--- src/rtl/dma_pkg.sv ---
// Shared OAM DMA definitions: FSM states, OAM geometry and the FF46 register address.
package dma_pkg;
  typedef enum logic [2:0] {
    IDLE,
    DELAY,
    REQ,
    CAPTURE,
    WRITE,
    PAD
  } dma_state_t;

  localparam int          OAM_BYTES    = 160;
  localparam logic [15:0] DMA_REG_ADDR = 16'hFF46;
  localparam logic [15:0] OAM_BASE     = 16'hFE00;
endpackage

--- src/rtl/oam_dma_controller.sv ---
// OAM DMA sequencer: copies 160 bytes {src_hi,00..9F} into OAM, one byte per slot of >= CYCLES_PER_BYTE clks.
// Optional OAM_DMA_ECHO_REMAP_EN: echo-RAM sources (E0..FF) are read from WRAM (src_hi - 20h).
module oam_dma_controller
  import dma_pkg::*;
#(
  parameter int CYCLES_PER_BYTE = 4,
  parameter int START_DELAY     = 4
) (
  input  logic        clk,
  input  logic        reset,
  input  logic        reg_we,
  input  logic [7:0]  reg_wdata,
  output logic [7:0]  reg_rdata,
  output logic        mem_req,
  output logic [15:0] mem_addr,
  input  logic        mem_gnt,
  input  logic [7:0]  mem_rdata,
  output logic        oam_we,
  output logic [7:0]  oam_addr,
  output logic [7:0]  oam_wdata,
  output logic        dma_active
);

  localparam logic [7:0] CNT_MAX  = 8'(CYCLES_PER_BYTE - 1);
  localparam logic [7:0] DLY_MAX  = 8'(START_DELAY - 1);
  localparam logic [7:0] LAST_IDX = 8'(OAM_BYTES - 1);

  dma_state_t state_q, state_d;
  logic [7:0] src_q, src_d;
  logic [7:0] idx_q, idx_d;
  logic [7:0] cnt_q, cnt_d;
  logic [7:0] dly_q, dly_d;
  logic       oam_we_q;
  logic [7:0] oam_addr_q, oam_wdata_q;
  logic [7:0] rd_hi;

`ifdef OAM_DMA_ECHO_REMAP_EN
  assign rd_hi = (src_q >= 8'hE0) ? (src_q - 8'h20) : src_q;
`else
  assign rd_hi = src_q;
`endif

  always_comb begin
    state_d = state_q;
    src_d   = src_q;
    idx_d   = idx_q;
    dly_d   = dly_q;
    cnt_d   = (cnt_q == CNT_MAX) ? cnt_q : cnt_q + 8'd1;
    unique case (state_q)
      IDLE: ;
      DELAY: begin
        if (dly_q == DLY_MAX) state_d = REQ;
        else                  dly_d   = dly_q + 8'd1;
      end
      REQ:     if (mem_gnt) state_d = CAPTURE;
      CAPTURE: state_d = WRITE;
      WRITE:   state_d = PAD;
      PAD: begin
        if (cnt_q == CNT_MAX) begin
          idx_d   = idx_q + 8'd1;
          state_d = (idx_q == LAST_IDX) ? IDLE : REQ;
        end
      end
      default: state_d = IDLE;
    endcase
    // Slot timing is measured from the first cycle of each request.
    if (state_d == REQ && state_q != REQ) cnt_d = 8'd0;
    // A register write always (re)starts the transfer, overriding any progress.
    if (reg_we) begin
      src_d   = reg_wdata;
      idx_d   = 8'd0;
      dly_d   = 8'd0;
      state_d = DELAY;
    end
  end

  always_ff @(posedge clk or negedge reset) begin
    if (!reset) begin
      state_q     <= IDLE;
      src_q       <= 8'hFF;
      idx_q       <= 8'd0;
      cnt_q       <= 8'd0;
      dly_q       <= 8'd0;
      oam_we_q    <= 1'b0;
      oam_addr_q  <= 8'd0;
      oam_wdata_q <= 8'd0;
    end else begin
      state_q  <= state_d;
      src_q    <= src_d;
      idx_q    <= idx_d;
      cnt_q    <= cnt_d;
      dly_q    <= dly_d;
      oam_we_q <= (state_d == WRITE);
      if (state_d == WRITE) begin
        oam_addr_q  <= idx_q;
        oam_wdata_q <= mem_rdata;
      end
    end
  end

  assign reg_rdata  = src_q;
  assign mem_req    = (state_q == REQ);
  assign mem_addr   = mem_req ? {rd_hi, idx_q} : 16'h0000;
  assign oam_we     = oam_we_q;
  assign oam_addr   = oam_addr_q;
  assign oam_wdata  = oam_wdata_q;
  assign dma_active = (state_q != IDLE);

endmodule

--- config.mk ---
export PLATFORM = sky130hd
export DESIGN_NAME = oam_dma_controller
export DESIGN_NICKNAME = d
export VERILOG_FILES = /design/src/rtl/dma_pkg.sv /design/src/rtl/oam_dma_controller.sv
export SDC_FILE = /design/constraint.sdc
export NUM_CORES = 1
export LEC_CHECK = 0
export ABC_AREA = 1
export BUFFER_PORTS_ARGS = -buffer_cell sky130_fd_sc_hd__buf_4
export CAP_MARGIN = 20
export CORE_UTILIZATION = 40
export DETAILED_ROUTE_END_ITERATION = 8
export PLACE_DENSITY = 0.61
export SKIP_LAST_GASP = 1
export SLEW_MARGIN = 20
export SYNTH_ARGS = -nofsm -noshare
export SYNTH_HDL_FRONTEND = slang
export SYNTH_SLANG_ARGS = --single-unit
--- constraint.sdc ---
create_clock -name clk -period 2 [get_ports clk]
set_input_delay 0.5 -clock clk [delete_from_list [all_inputs] [get_ports clk]]
set_output_delay 0.5 -clock clk [all_outputs]
set_load 0.03 [all_outputs]
# Word-level counts from Yosys, hierarchy flattened

Cells that the tools add are included.

Output and inout port bits: 43
Input bits: 20
Flip-flop bits (word level): 52

Reductions and logical operators: 8
Equal/unequal tests: 13
Add/subtract/negate cells: 3
Mux-type cells: 15

Operators by type and width:

| kind                                                                     | number |
|---|---|
| 8-bit two-way mux                                                        | 8 |
| 8-bit by 1-bit adder with 8-bit output (second input constant)           | 3 |
| 3-bit one-hot mux with 6 select lines                                    | 1 |
| 8-bit by 2-bit equality test with 1-bit output (second input constant)   | 2 |
| 16-bit two-way mux                                                       | 1 |
| 3-bit two-way mux                                                        | 4 |
| 3-bit by 2-bit equality test with 1-bit output (second input constant)   | 3 |
| 3-bit equality test (second input constant)                              | 3 |
| 8-bit equality test (second input constant)                              | 1 |
| 2-bit nonzero test                                                       | 3 |
| 2-bit AND reduction                                                      | 2 |
| 3-bit by 1-bit equality test with 1-bit output (second input constant)   | 1 |
| 3-bit zero test                                                          | 1 |
| 3-bit by 2-bit inequality test with 1-bit output (second input constant) | 1 |
| 3-bit nonzero test                                                       | 1 |
| 2-bit two-way mux                                                        | 1 |
| 2-bit by 1-bit inequality test with 1-bit output (second input constant) | 1 |
| 2-bit inequality test (second input constant)                            | 1 |
| 1-bit logical AND                                                        | 1 |

# Longest topological paths before layout

Depth after elaboration: 7
Depth in mapped cells: 12
Gate-level depth less buffers: 11

# Worst setup path after synthesis

Ideal clock, no wire load.

Path type: reg2out
Start: register state_q[2]
End: output port mem_addr[10]
Arrival: 1468 ps
Cell stages (with the launch flop): 7
Setup slack: 32 ps
Cells stage by stage: dfrtp_1 > inv_2 > nand2_2 > nor2_4 > inv_4 > clkbuf_1 > nor2_1

Cells in the longest elaborated chain, start to end: 2

Ends and longest elaborated chain:

| item                                           | line                      | text |
|---|---|---|
| from (decl)                                    | oam_dma_controller.sv:28  | `dma_state_t state_q, state_d;` |
| from (signal assigned)                         | oam_dma_controller.sv:88  | `state_q <= state_d;` |
| 3-bit by 2-bit equality test with 1-bit output | oam_dma_controller.sv:102 | `assign mem_req = (state_q == REQ);` |
| net mem_req                                    | oam_dma_controller.sv:14  | `output logic mem_req,` |
| 16-bit two-way mux                             | oam_dma_controller.sv:103 | `assign mem_addr = mem_req ? {rd_hi, idx_q} : 16'h0000;` |
| to (decl)                                      | oam_dma_controller.sv:15  | `output logic [15:0] mem_addr,` |

The timed path passes the listed nets, and every way through them passes these cells.

# Final worst setup path

Start: register state_q[2]
End: output port mem_addr[3]

Cells in the longest elaborated chain, start to end: 2

Ends and longest elaborated chain:

| item                                           | line |
|---|---|
| 3-bit by 2-bit equality test with 1-bit output | oam_dma_controller.sv:102 |
| 16-bit two-way mux                             | oam_dma_controller.sv:103 |

No other way between the ends.

==> impl_metrics.yaml <==
status:
  status: "finished, violations left"
  violations: "design-rule violations"
global_routing:
  grt_pass1_wl_um: 9494
  grt_max_degree: 53
  antenna_found_initial: 0
  grt_overflow: 0
  grtUsageTotal: 0.1683
  first_global_vias: 2081
timing:
  clock_skew_ns: 0.007299
  setup_tns_ns: 0
  max_freq_mhz: 520.6
  final.setup.worst_slack_ns: 0.07911
  fin_crit_sh: 0.9604
  slew_headroom: 0.5601
  setup_viol: 0
  fin_crit_ns: 1.921
  rsz0062_at_grt: "yes"
  maxSlewViolCount: 0
  hold_viol: 0
  worstMarginPinSlew_ns: 0.6598
  hold_ws_ns: 0.2236
place:
  port-buffer-count: 62
  dp_cells: 445
  place_area_sq_um: 3193
  place_ws_ns: 0.1696
  dp_hpwl_um: 3903
  place.gp.congestion: 0.7659
floorplan:
  coreArea_sq_um: 6422
  ios: 63
  rows: 29
  initial_core_util: 0.4179
  die_w_um: 83.91
  die_area_sq_um: 7041
  die_y_um: 83.91
setup_path:
  critPathLaunch: "state_q[2]"
  reg2reg_depth: 9
  reg2reg_to: "oam_wdata[1]"
  critical_path.startpoint_type: "flop"
  cpMaxStageDelayCell: "dfrtp_1"
  critical-path-max-stage-delay_ns: 0.39
  arrival_ns: 1.42
  r2r_start: "cnt_q[0]"
  path_depth: 6
  crit_path_end: "mem_addr[3]"
  path_max_fanout: 17
  rrSetupSlack_ns: 0.23
  crit_type: "flop to output pin"
  critPathBufInv: 3
  critPathCaptureType: "output pin"
  path_cells: "inv_2, nand2_2, nor2_4, inv_6, nor2_1, buf_4"
  required_ns: 1.50
  path_delay_family: "flip-flops"
route:
  num_vias: 2183
  wl_um: 5545
  drt_pass1_iterations: 6
  via_per_inst: 4.756
  drtIter0Drc: 101
  drc: 8
  ant_nets: 0
  wl_per_cell_um: 12.08
clocking:
  cts.htree.levels: 2
  root_buffer: "clkbuf_8"
  cts_made_buffers: 5
  clk_latency_ns: 0.31
  cts_hold_buffers: 0
  clkTransAtPathRegs_ns: 0.09
  clock_sinks: 52
  clockBufferDepth: 2
  cts_tree: "built"
finish:
  finalNonFillerCells: 459
  n_fill_cell: 602
  layout-drive-gt1-share: 0.3168
  syn_to_final_growth_pct: 24.34
  nNetsFinal: 404
  fin_util: 0.5196
  antenna_cells: 0
  final_area_sq_um: 3337
synthesis:
  synth_common_cells: "nand2_1, nor2_1, dfrtp_1"
  netlist_area_sq_um: 2684
  ys_types: 38
  syn-num-nets: 336
  synth_cells: 313
  ys_async_sr_fraction: 1.000
  synth_top_area_cell: "dfrtp_1"
  synth_most_common_cell: "nand2_1"
  synth.yosys.seq_area_share: 0.4886
  yosys-top-cells-area: "dfrtp_1, dfstp_2, nand2_1"
  synth_top_cell_area_share: 0.4103
  synth_ff_type: "dfrtp_1"
  synth_edf_count: 0
  syn_avg_cell_area_sq_um: 8.575
  yosys_register_bits: 52
  yosys_warnings: 0
min_path:
  hold_path_class: "input pin to asynchronous set/reset pin"
power_and_ir_drop:
  power_mw: 3.307
  peakVddDrop_mv: 0.4289
  power_density_nw_per_um2: 990.9
  power.leakage_nw: 1.616
run:
  cap_violations: 0
==> worst register-to-register path: stages (launching register included) <==
cell	delay, ns
dfrtp_1	0.42
ha_1	0.24
nand2_2	0.10
nor2_4	0.06
nand2_2	0.07
nand2_4	0.07
a21oi_4	0.36
nand2_8	0.17
nand2_1	0.10
nand2_1	0.06
==> worst min path at each step <==
stage                       from      endpoint  slack (ns)  cells past startpoint
floorplan                  reset      cnt_q[0]        0.20                      0
global placement    oam_wdata[2]  oam_wdata[2]        0.46                      2
detailed placement  oam_wdata[5]  oam_wdata[5]        0.46                      2
CTS                        reset      cnt_q[4]        0.24                      1
global route               reset      cnt_q[5]        0.26                      1
finish                     reset      cnt_q[4]        0.22                      1
==> layout by cell type, fill, tap and decap left out, types with 2 or more instances in the layout <==
master | synthesis | layout
o21a_1 | 3 | 3
buf_4 | 1 | 69
nand2_1 | 55 | 55
nor2_4 | 5 | 5
inv_2 | 2 | 2
clkbuf_8 | 0 | 6
dfstp_2 | 8 | 8
nor2_2 | 2 | 3
nor2_1 | 45 | 44
nand2_4 | 2 | 2
inv_1 | 33 | 33
nor3_1 | 8 | 8
nand3_1 | 28 | 28
o21ai_0 | 18 | 18
nand2_2 | 17 | 17
dfrtp_1 | 44 | 44
xor2_1 | 7 | 7
o31ai_1 | 2 | 2
a21oi_1 | 8 | 8
ha_1 | 3 | 3
==> layer usage <==
metal,up-vias,wire length [um],GRT usage
met4,0,60,0.05329
met2,55,2514,0.2660
li1,1122,-,-
met5,-,0,0
met1,1001,2684,0.2243
met3,5,285,0.04550
==> where the power goes <==
group | internal, mW | switching (mW) | leakage [nW]
clock network | 0.282 | 0.345 | 0.0445
registers | 1.26 | 0.156 | 0.673
logic | 0.503 | 0.763 | 0.898
total | 2.04 | 1.26 | 1.62
==> cell type report <==
type,count,area (sq um),area share
flip-flops and latches,52,1311,0.3930
multi-input cells,216,1174,0.3517
repair buffers,69,518.0,0.1552
inverters,37,143.9,0.04312
well taps,77,96.34,0.02887
clock buffers,7,86.33,0.02587
clock inverters,1,7.507,0.002250
==> sequential cells by signal (all words and copies together) (netlist names) <==
register	count
cnt_q	8
dly_q	8
idx_q	8
oam_addr	8
oam_wdata	8
oam_we	1
reg_rdata	8
state_q	3
==> kinds of logic (layout without fill, tap and decap cells) <==
family                   count (synthesis)  after routing  synth area share
adder cells (fa/ha/maj)                  3              3           0.01399
buffers and inverters                   45            114           0.07506
XOR/XNOR                                 8              8           0.02611
AO/OA/AOI/OAI                           34             34           0.07460
flip-flops                              52             52            0.4886
AND/OR/NAND/NOR                        170            170            0.3179
multiplexers                             1              1          0.003730
==> repair_timing <==
action / CTS / global route
gates resized for setup: 0 / 2
buffers inserted: 0 / 6
endpoints found under the setup margin: 0 / 17
No activity file was read; power rests on OpenSTA's default activity.
